[src/rtl/clkdiv_pkg.sv]
// rtl/clkdiv_pkg.sv - shared types for the multi-channel clock-enable generator
//
// Purpose: channel state encoding used by clkdiv_ch and visible to benches.
// Ports:   none (package).
package clkdiv_pkg;

  typedef enum logic [1:0] {
    IDLE = 2'd0,
    RUN  = 2'd1,
    DONE = 2'd2
  } clkdiv_st_t;

endpackage

[src/rtl/clkdiv_ch.sv]
// rtl/clkdiv_ch.sv - one clock-enable channel: ratio, phase, burst, square wave
//
// Purpose: divides clk by (div+1) into a one-cycle cke pulse and a 50% square
//          wave, starting from counter value phs, optionally stopping after
//          bst ticks.
// Ports:
//   clk  in   clock
//   rst  in   synchronous active-high reset
//   ena  in   channel enable (level); low forces IDLE on the next edge
//   trg  in   restart strobe, honoured only while ena is high
//   div  in   [DWC] division ratio - 1, used live every cycle
//   phs  in   [DWC] counter start value, sampled at start/restart
//   bst  in   [DWB] ticks per burst, 0 = continuous, sampled at start/restart
//   cke  out  registered tick pulse
//   sqr  out  registered square wave, toggles with each cke
//   bsy  out  registered (state == RUN)
module clkdiv_ch
  import clkdiv_pkg::*;
#(
  parameter int DWC = 16,
  parameter int DWB = 8
) (
  input  logic           clk,
  input  logic           rst,
  input  logic           ena,
  input  logic           trg,
  input  logic [DWC-1:0] div,
  input  logic [DWC-1:0] phs,
  input  logic [DWB-1:0] bst,
  output logic           cke,
  output logic           sqr,
  output logic           bsy
);

  clkdiv_st_t     st_q,  st_d;
  logic [DWC-1:0] cnt_q, cnt_d;
  logic [DWB-1:0] tcn_q, tcn_d;
  logic [DWB-1:0] bst_q, bst_d;
  logic           cke_q, cke_d;
  logic           sqr_q, sqr_d;
  logic           bsy_q, bsy_d;

  logic tick;
  logic load;

  always_comb begin
    st_d  = st_q;
    cnt_d = cnt_q;
    tcn_d = tcn_q;
    bst_d = bst_q;
    cke_d = 1'b0;
    sqr_d = sqr_q;
    load  = 1'b0;
    // >= rather than == so that lowering div below the current count wraps
    // immediately instead of running on to the counter's natural overflow.
    tick  = (cnt_q >= div);

    if (!ena) begin
      st_d  = IDLE;
      cnt_d = '0;
      tcn_d = '0;
      sqr_d = 1'b0;
    end else if (trg) begin
      // Restart beats a coincident tick, so no cke is produced this cycle.
      load = 1'b1;
    end else begin
      case (st_q)
        IDLE: load = 1'b1;
        RUN: begin
          if (tick) begin
            cke_d = 1'b1;
            sqr_d = ~sqr_q;
            cnt_d = '0;
            if (bst_q != '0) begin
              // Last tick of the burst still emits cke before parking in DONE.
              if (tcn_q == bst_q - 1'b1) begin
                st_d = DONE;
              end
              tcn_d = tcn_q + 1'b1;
            end
          end else begin
            cnt_d = cnt_q + 1'b1;
          end
        end
        default: ;
      endcase
    end

    if (load) begin
      st_d  = RUN;
      cnt_d = phs;
      tcn_d = '0;
      bst_d = bst;
      sqr_d = 1'b0;
    end

    bsy_d = (st_d == RUN);
  end

  always_ff @(posedge clk) begin
    if (rst) begin
      st_q  <= IDLE;
      cnt_q <= '0;
      tcn_q <= '0;
      bst_q <= '0;
      cke_q <= 1'b0;
      sqr_q <= 1'b0;
      bsy_q <= 1'b0;
    end else begin
      st_q  <= st_d;
      cnt_q <= cnt_d;
      tcn_q <= tcn_d;
      bst_q <= bst_d;
      cke_q <= cke_d;
      sqr_q <= sqr_d;
      bsy_q <= bsy_d;
    end
  end

  assign cke = cke_q;
  assign sqr = sqr_q;
  assign bsy = bsy_q;

endmodule

[src/rtl/clkdiv_mc.sv]
// rtl/clkdiv_mc.sv - multi-channel clock-enable generator top
//
// Purpose: CHN independent clkdiv_ch channels sharing one restart strobe, so
//          channels restarted together stay phase-locked.
// Ports:
//   clk  in   clock
//   rst  in   synchronous active-high reset
//   ena  in   [CHN] per-channel enable
//   trg  in   global restart strobe
//   div  in   [CHN][DWC] per-channel ratio - 1
//   phs  in   [CHN][DWC] per-channel start counter value
//   bst  in   [CHN][DWB] per-channel burst length, 0 = continuous
//   cke  out  [CHN] clock-enable pulses
//   sqr  out  [CHN] square waves
//   bsy  out  [CHN] channel running
module clkdiv_mc
  import clkdiv_pkg::*;
#(
  parameter int CHN = 4,
  parameter int DWC = 16,
  parameter int DWB = 8
) (
  input  logic                     clk,
  input  logic                     rst,
  input  logic [CHN-1:0]           ena,
  input  logic                     trg,
  input  logic [CHN-1:0][DWC-1:0]  div,
  input  logic [CHN-1:0][DWC-1:0]  phs,
  input  logic [CHN-1:0][DWB-1:0]  bst,
  output logic [CHN-1:0]           cke,
  output logic [CHN-1:0]           sqr,
  output logic [CHN-1:0]           bsy
);

  for (genvar i = 0; i < CHN; i++) begin : g_ch
    clkdiv_ch #(
      .DWC(DWC),
      .DWB(DWB)
    ) u_ch (
      .clk(clk),
      .rst(rst),
      .ena(ena[i]),
      .trg(trg),
      .div(div[i]),
      .phs(phs[i]),
      .bst(bst[i]),
      .cke(cke[i]),
      .sqr(sqr[i]),
      .bsy(bsy[i])
    );
  end

endmodule

[config.mk]
export PLATFORM = sky130hd
export DESIGN_NAME = clkdiv_mc
export DESIGN_NICKNAME = d
export VERILOG_FILES = /design/src/rtl/clkdiv_pkg.sv /design/src/rtl/clkdiv_ch.sv /design/src/rtl/clkdiv_mc.sv
export SDC_FILE = /design/constraint.sdc
export NUM_CORES = 1
export LEC_CHECK = 0
export CAP_MARGIN = 5
export CORE_MARGIN = 2
export CORE_UTILIZATION = 45
export CTS_CLUSTER_DIAMETER = 60
export DETAILED_ROUTE_END_ITERATION = 12
export HOLD_SLACK_MARGIN = 0.02
export MAX_ROUTING_LAYER = met4
export PLACE_DENSITY = 0.8
export SYNTH_ARGS = -nofsm -noshare
export SYNTH_HDL_FRONTEND = slang
export SYNTH_SLANG_ARGS = --single-unit
[constraint.sdc]
create_clock -name clk -period 2.75 [get_ports clk]
set_input_delay 0.4125 -clock clk [delete_from_list [all_inputs] [get_ports clk]]
set_output_delay 0.4125 -clock clk [all_outputs]
set_load 0.01 [all_outputs]
==> results_dict.tcl, run 1 <==
set metrics [dict create \
    die-area_sq_um 23430 \
    clock_path_buffers 2 \
    grt_max_degree 68 \
    crit_chain "clkdlybuf4s50_1, inv_1, ha_1, a211oi_1, nor2_1, a311oi_1, buf_4, o211a_2, nand2_1, or3_1, a31oi_1" \
    netlist.area_leader.share_pct 29.63 \
    slew_viol_final 0 \
    synth_edf_count 0 \
    drv_cap 0 \
    grtUsageMet2_pct 38.97 \
    whs_endpoint "g_ch[2].u_ch.bst_q[0]" \
    route.antenna.remaining_nets 0 \
    total_power_mw 5.435 \
    postCtsSetupRepairBufs 0 \
    core_area_sq_um 21820 \
    syn_inst 1290 \
    numPlacedInstances 1733 \
    syn_avg_cell_area_sq_um 7.751 \
    dieWidth_um 153.1 \
    crit_buf_inv 3 \
    cp_top_family "compound AO/OA/AOI/OAI gates" \
    fin_skew_ns 0.01021 \
    fp.dieH_um 153.1 \
    clkTransAtPathRegs_ns 0.06 \
    tightest_slew_ns 0.8661 \
    first_iter_violations 657 \
    p_leak_nw 5.118 \
    hold_start "rst" \
    drtPass1Iterations 6 \
    power_density_nw_per_um2 425.9 \
    use_met1_pct 28.48 \
    clkLatencyLatePin_ns 0.42 \
    synth-async-reset-ratio_pct 0 \
    path_class "primary input to flip-flop" \
    ioPinCount 179 \
    port_buffers 178 \
    grt-ovfl-total 0 \
    hold_viol_final 0 \
    slowest_delay_ns 0.45 \
    htree_levels 4 \
    cts_hold_buf 0 \
    critPathArrivalTime_ns 2.92 \
    clock.fmax_ghz 0.3880 \
    fillCellCount 1988 \
    min_delay_path_depth 2 \
    timing.rr.start "g_ch[0].u_ch.cnt_q[0]" \
    netlist_area_sq_um 9998 \
    yosysSeqAreaShare_pct 29.63 \
    gp_congestion 0.9507 \
    cp-end-kind "flip-flop" \
    yosysUniqueCellTypes 86 \
    synth.area.top_cells "dfxtp_1 (30%), ha_1 (9.5%), nand2_1 (5.9%)" \
    synth_warnings 0 \
    ff2ff_setup_slack_ns 0.22 \
    placed_area_sq_um 12210 \
    vias 10110 \
    status "finished, final reports clean" \
    relSlewSlack_pct 42.26 \
    final_area_sq_um 12760 \
    critPathSlowestCell "clkdlybuf4s50_1" \
    min_period_ns 2.578 \
    r2r_end "g_ch[0].u_ch.tcn_q[7]" \
    layout-drive-gt1-share_pct 7.879 \
    holdCritPathClass "primary input to flip-flop" \
    ys_seq_elements 148 \
    critPathRequiredTime_ns 3.09 \
    syn_to_final_growth_pct 27.62 \
    numCtsBuffers 17 \
    synth_common_cells "nand2_1 (157), dfxtp_1 (148), a21oi_1 (101), nor2_1 (100), inv_1 (97)" \
    setup_viol 0 \
    via_per_inst 5.722 \
    place.detailed.hpwl_um 20460 \
    drc_errors 0 \
    period_share_pct 93.73 \
    clock_sinks 148 \
    r2r_cells 10 \
    std_cell_rows 54 \
    grt_pass1_wl_um 44490 \
    drt-total-wl_um 27150 \
    startpoint_type "primary input" \
    cts_root_buf "clkbuf_16" \
    initial_core_util_pct 45.81 \
    antenna_found_initial 2 \
    routedWlPerCell_um 15.37 \
    ys.flop_type "dfxtp_1" \
    cts_tree "done" \
    synth_top_area_cell "dfxtp_1" \
    synth_most_common_cell "nand2_1" \
    synth_nets 1533 \
    crit_fanout 4 \
    grt_pass1_vias 9500 \
    nets 1715 \
    vdd_drop_max_mv 0.2713 \
    busiest_layer "met2" \
    ctsResizeCount 0 \
    grt_usage_pct 23.17 \
    fin_cells 1767 \
    grt_util_met3_pct 3.743 \
    rsz0062_at_grt "no" \
]
[final cells by class]
cell class                      instances  area, sq um  share of cell area (%)
Multi-Input combinational cell        982         6355                   49.80
Clock buffer                           21        440.4                   3.452
Inverter                               97        364.1                   2.854
Sequential cell                       148         2963                   23.22
Clock inverter                         11        105.1                  0.8237
Tap cell                              280        350.3                   2.746
Antenna cell                            2        5.005                 0.03922
Timing Repair Buffer                  226         2177                   17.06
[stage by stage]
| stage | hold WS (ns) | worst slack [ns] | util [%] | setup TNS, ns |
|---|---|---|---|---|
| after floorplan | 0.4423 | 0.4403 | - | 0 |
| after global placement | 0.4563 | -0.1575 | 55.95 | -2.203 |
| final | 0.3546 | 0.1724 | 58.47 | 0 |
| after detailed placement | 0.4695 | -0.2165 | 55.95 | -6.297 |
| after CTS | 0.3379 | 0.2219 | 58.45 | 0 |
| after global routing | 0.3573 | 0.008883 | 58.47 | 0 |
[where the power goes]
part	total [mW]	internal (mW)	leakage (nW)	switching [mW]
registers	2.32	2.22	1.21	0.102
clock network	2.18	1.25	0.254	0.928
logic	0.940	0.510	3.66	0.430
[flip-flops by register name, summed over array words and instances, names as in the netlist]
register         cells
g_ch.u_ch.tcn_q     32
g_ch.u_ch.bsy        4
g_ch.u_ch.sqr        4
g_ch.u_ch.st_q       8
g_ch.u_ch.bst_q     32
g_ch.u_ch.cke        4
g_ch.u_ch.cnt_q     64
[cell families after synthesis]
kind of cell / Yosys count / share of synthesized area, %
buf+inv: 160 / 6.833
mux: 12 / 1.239
flops: 148 / 29.63
simple gates: 509 / 25.89
fa+ha+maj: 76 / 9.511
compound gates: 332 / 22.25
xor+xnor: 53 / 4.643
[cell usage in the layout (no fill, tap or decap), drive strengths merged, types with 13 or more instances in the layout]
cell type and n:
buf 49, a31oi 18, a21oi 103, xor2 32
nand3 49, clkbuf 21, dfxtp 148, ha 76
a211oi 19, o21ai 62, nand2b 22, or3 16
nand2 158, clkdlybuf4s50 177, nor2 100, nor3 42
and2 13, a22oi 19, inv 98, and3 19
a221oi 15, nand4 20, xnor2 21
[routing by layer]
| metal | share of wire [%] | wire, um |
|---|---|---|
| met5 | 0 | 0 |
| met4 | 2.1 | 580 |
| met3 | 5.3 | 1431 |
| met2 | 49 | 13220 |
| met1 | 44 | 11910 |
[worst max path at each step]
stage / from / to / slack [ns] / cells past startpoint
after global routing: div[11] / g_ch[0].u_ch.st_q[0] / 0.009 / 11
after global placement: div[11] / g_ch[0].u_ch.bsy / -0.16 / 11
final: div[29] / g_ch[1].u_ch.cnt_q[14] / 0.17 / 11
after CTS: div[29] / g_ch[1].u_ch.cnt_q[6] / 0.22 / 11
after floorplan: div[43] / g_ch[2].u_ch.tcn_q[6] / 0.44 / 9
after detailed placement: div[29] / g_ch[1].u_ch.cnt_q[6] / -0.22 / 11
(Power assumes the default switching activity.)
==> inputs of run 2 (changes only) <==
clock period = 3 ns   (was 2.75 ns; I/O delays follow)
==> run 2 against run 1 <==
Compared with the run above:
- sequential power is 8.6% lower
- final cell count is 0.74% lower
- worst hold slack better by 0.088 ns
- largest cell class unchanged
- register-to-register slack better by 0.22 ns
- utilization is 0.54 points lower
- highest routed layer unchanged
- critical endpoint is now g_ch[1].u_ch.st_q[0]
==> results_dict.tcl, run 2 (same netlist as run 1, synthesis figures left out) <==
set metrics [dict create \
    initial_core_util_pct 45.81 \
    status "finished, final reports clean" \
    fin_skew_ns 0.01454 \
    gp_congestion 0.9326 \
    p_leak_nw 5.046 \
    slowest_delay_ns 0.46 \
    grt_usage_pct 23.72 \
    total_power_mw 5.045 \
    syn_to_final_growth_pct 26.44 \
    grt-ovfl-total 0 \
    die-area_sq_um 23430 \
    rsz0062_at_grt "no" \
    postCtsSetupRepairBufs 0 \
    relSlewSlack_pct 42.09 \
    reg_top3 "g_ch.u_ch.cnt_q x64, g_ch.u_ch.bst_q x32, g_ch.u_ch.tcn_q x32" \
    ioPinCount 179 \
    setup_viol 0 \
    cp_top_family "compound AO/OA/AOI/OAI gates" \
    clock.fmax_ghz 0.3792 \
    fp.dieH_um 153.1 \
    grt_pass1_wl_um 45490 \
    path_class "primary input to flip-flop" \
    power_density_nw_per_um2 399.1 \
    drv_cap 0 \
    hold_start "rst" \
    vdd_drop_max_mv 0.3504 \
    clock_path_buffers 2 \
    swShare_pct 27.38 \
    clock_sinks 148 \
    clkTransAtPathRegs_ns 0.07 \
    critPathRequiredTime_ns 3.31 \
    holdWs_ns 0.4428 \
    fillCellCount 1996 \
    switching_power_mw 1.381 \
    slew_viol_final 0 \
    top_register "g_ch.u_ch.cnt_q" \
    combPwrFrac_pct 16.7 \
    critPathArrivalTime_ns 2.95 \
    route.antenna.remaining_nets 0 \
    vias 10090 \
    core_area_sq_um 21820 \
    grt_max_degree 38 \
    timing.rr.start "g_ch[1].u_ch.cnt_q[0]" \
    routedWlPerCell_um 15.47 \
    p_clk_share_pct 41.2 \
    power.internal_mw 3.664 \
    first_iter_violations 570 \
    place.detailed.hpwl_um 20650 \
    hold_viol_final 0 \
    cp-end-kind "flip-flop" \
    holdCritPathClass "primary input to flip-flop" \
    drt-total-wl_um 27130 \
    htree_levels 4 \
    final_cell_mix "clkdlybuf4s50_1 (177), nand2_1 (157), dfxtp_1 (148), a21oi_1 (101), nor2_1 (100)" \
    numCtsBuffers 17 \
    drtPass1Iterations 5 \
    layout-drive-gt1-share_pct 7.138 \
    crit_chain "clkdlybuf4s50_1, inv_1, ha_1, a211oi_1, nor2_1, a311oi_1, o21ai_1, and4bb_1, a211oi_1" \
    ctsResizeCount 0 \
    crit_buf_inv 2 \
    cpMostUsedCell "a211oi_1" \
    std_cell_rows 54 \
    critPathSlowestCell "clkdlybuf4s50_1" \
    port_buffers 178 \
    nets 1701 \
    period_share_pct 87.91 \
    grt_pass1_vias 9560 \
    cts_root_buf "clkbuf_16" \
    startpoint_type "primary input" \
    pwr-share-seq_pct 42.1 \
    crit_fanout 10 \
    cts_hold_buf 0 \
    antenna_found_initial 3 \
    tightest_slew_ns 0.8687 \
    clkLatencyLatePin_ns 0.43 \
    cts_tree "done" \
    tns_ns 0 \
    via_per_inst 5.751 \
    largest_reg_flops 64 \
    final_common_cell "clkdlybuf4s50_1" \
    min_period_ns 2.637 \
    cp-startpoint "div[29]" \
    drc_errors 0 \
    dieWidth_um 153.1 \
]
run 2: changes by cell type in the layout (fill, tap and decap cells not counted):
cell / before / now
buf_4: 46 / 35
buf_12: 3 / 0
clkbuf_1: 4 / 2
clkinv_4: 3 / 1
inv_8: 0 / 2
clkbuf_8: 0 / 1
clkinv_2: 2 / 1
clkinvlp_4: 4 / 5
diode_2: 2 / 3
inv_6: 1 / 2
run 2: area by class of cell:
| type | count | area [sq um] | area share [%] |
|---|---|---|---|
| timing repair buffer | 212 | 2034 | 16.09 |
| inverter | 97 | 364.1 | 2.880 |
| antenna | 3 | 7.507 | 0.05938 |
| clock buffer | 20 | 446.7 | 3.533 |
| multi-input combinational | 982 | 6355 | 50.27 |
| tap | 280 | 350.3 | 2.771 |
| clock inverter | 12 | 121.4 | 0.9600 |
| sequential | 148 | 2963 | 23.44 |
run 2: metrics by stage:
step | instances | worst slack [ns] | cell area [sq um] | util, %
2_1_floorplan | 1290 | 0.6528 | 9998 | -
3_3_place_gp | 1719 | 0.1285 | 12070 | 55.29
3_5_place_dp | 1719 | 0.03587 | 12070 | 55.29
4_1_cts | 1751 | 0.4008 | 12630 | 57.89
5_1_grt | 1754 | 0.1598 | 12640 | 57.93
6_report | 1754 | 0.3627 | 12640 | 57.93
run 2: power by group through the flow:
stage	Clock, mW	Sequential, mW	Combinational, mW
finish	2.08	2.12	0.842
global route	2.20	2.14	0.937
CTS	2.11	2.12	0.841
detailed placement	0	2.17	0.835
global placement	0	2.16	0.812
floorplan	0	2.13	0.497
run 2: path summary, 6_finish.rpt:
kind / end / slack [ns] / depth (start not counted)
setup / recovery: g_ch[1].u_ch.st_q[0] / 0.36 / 9
hold / removal: g_ch[2].u_ch.cnt_q[9] / 0.44 / 2
setup reg to reg: g_ch[1].u_ch.st_q[0] / 0.44 / 8
hold reg to reg: g_ch[1].u_ch.bst_q[1] / 0.48 / 2
run 2: worst register-to-register path: cells and delay by family, from the launching register on:
| family | cells | cell delay (ns) |
|---|---|---|
| AO/OA/AOI/OAI | 4 | 1.21 |
| adder cells (fa/ha/maj) | 1 | 0.28 |
| flip-flops | 1 | 0.43 |
| buffers and inverters | 1 | 0.11 |
| AND/OR/NAND/NOR | 2 | 0.43 |
run 2: layer usage:
metal | wire [um] | GRT usage, % | up-vias | part of all wire [%]
met5 | 0 | - | - | 0
met4 | 756 | 10.01 | 0 | 2.8
met3 | 1507 | 3.147 | 47 | 5.6
met2 | 12880 | 38.05 | 345 | 47
met1 | 11990 | 30.09 | 4704 | 44
li1 | - | - | 4992 | -
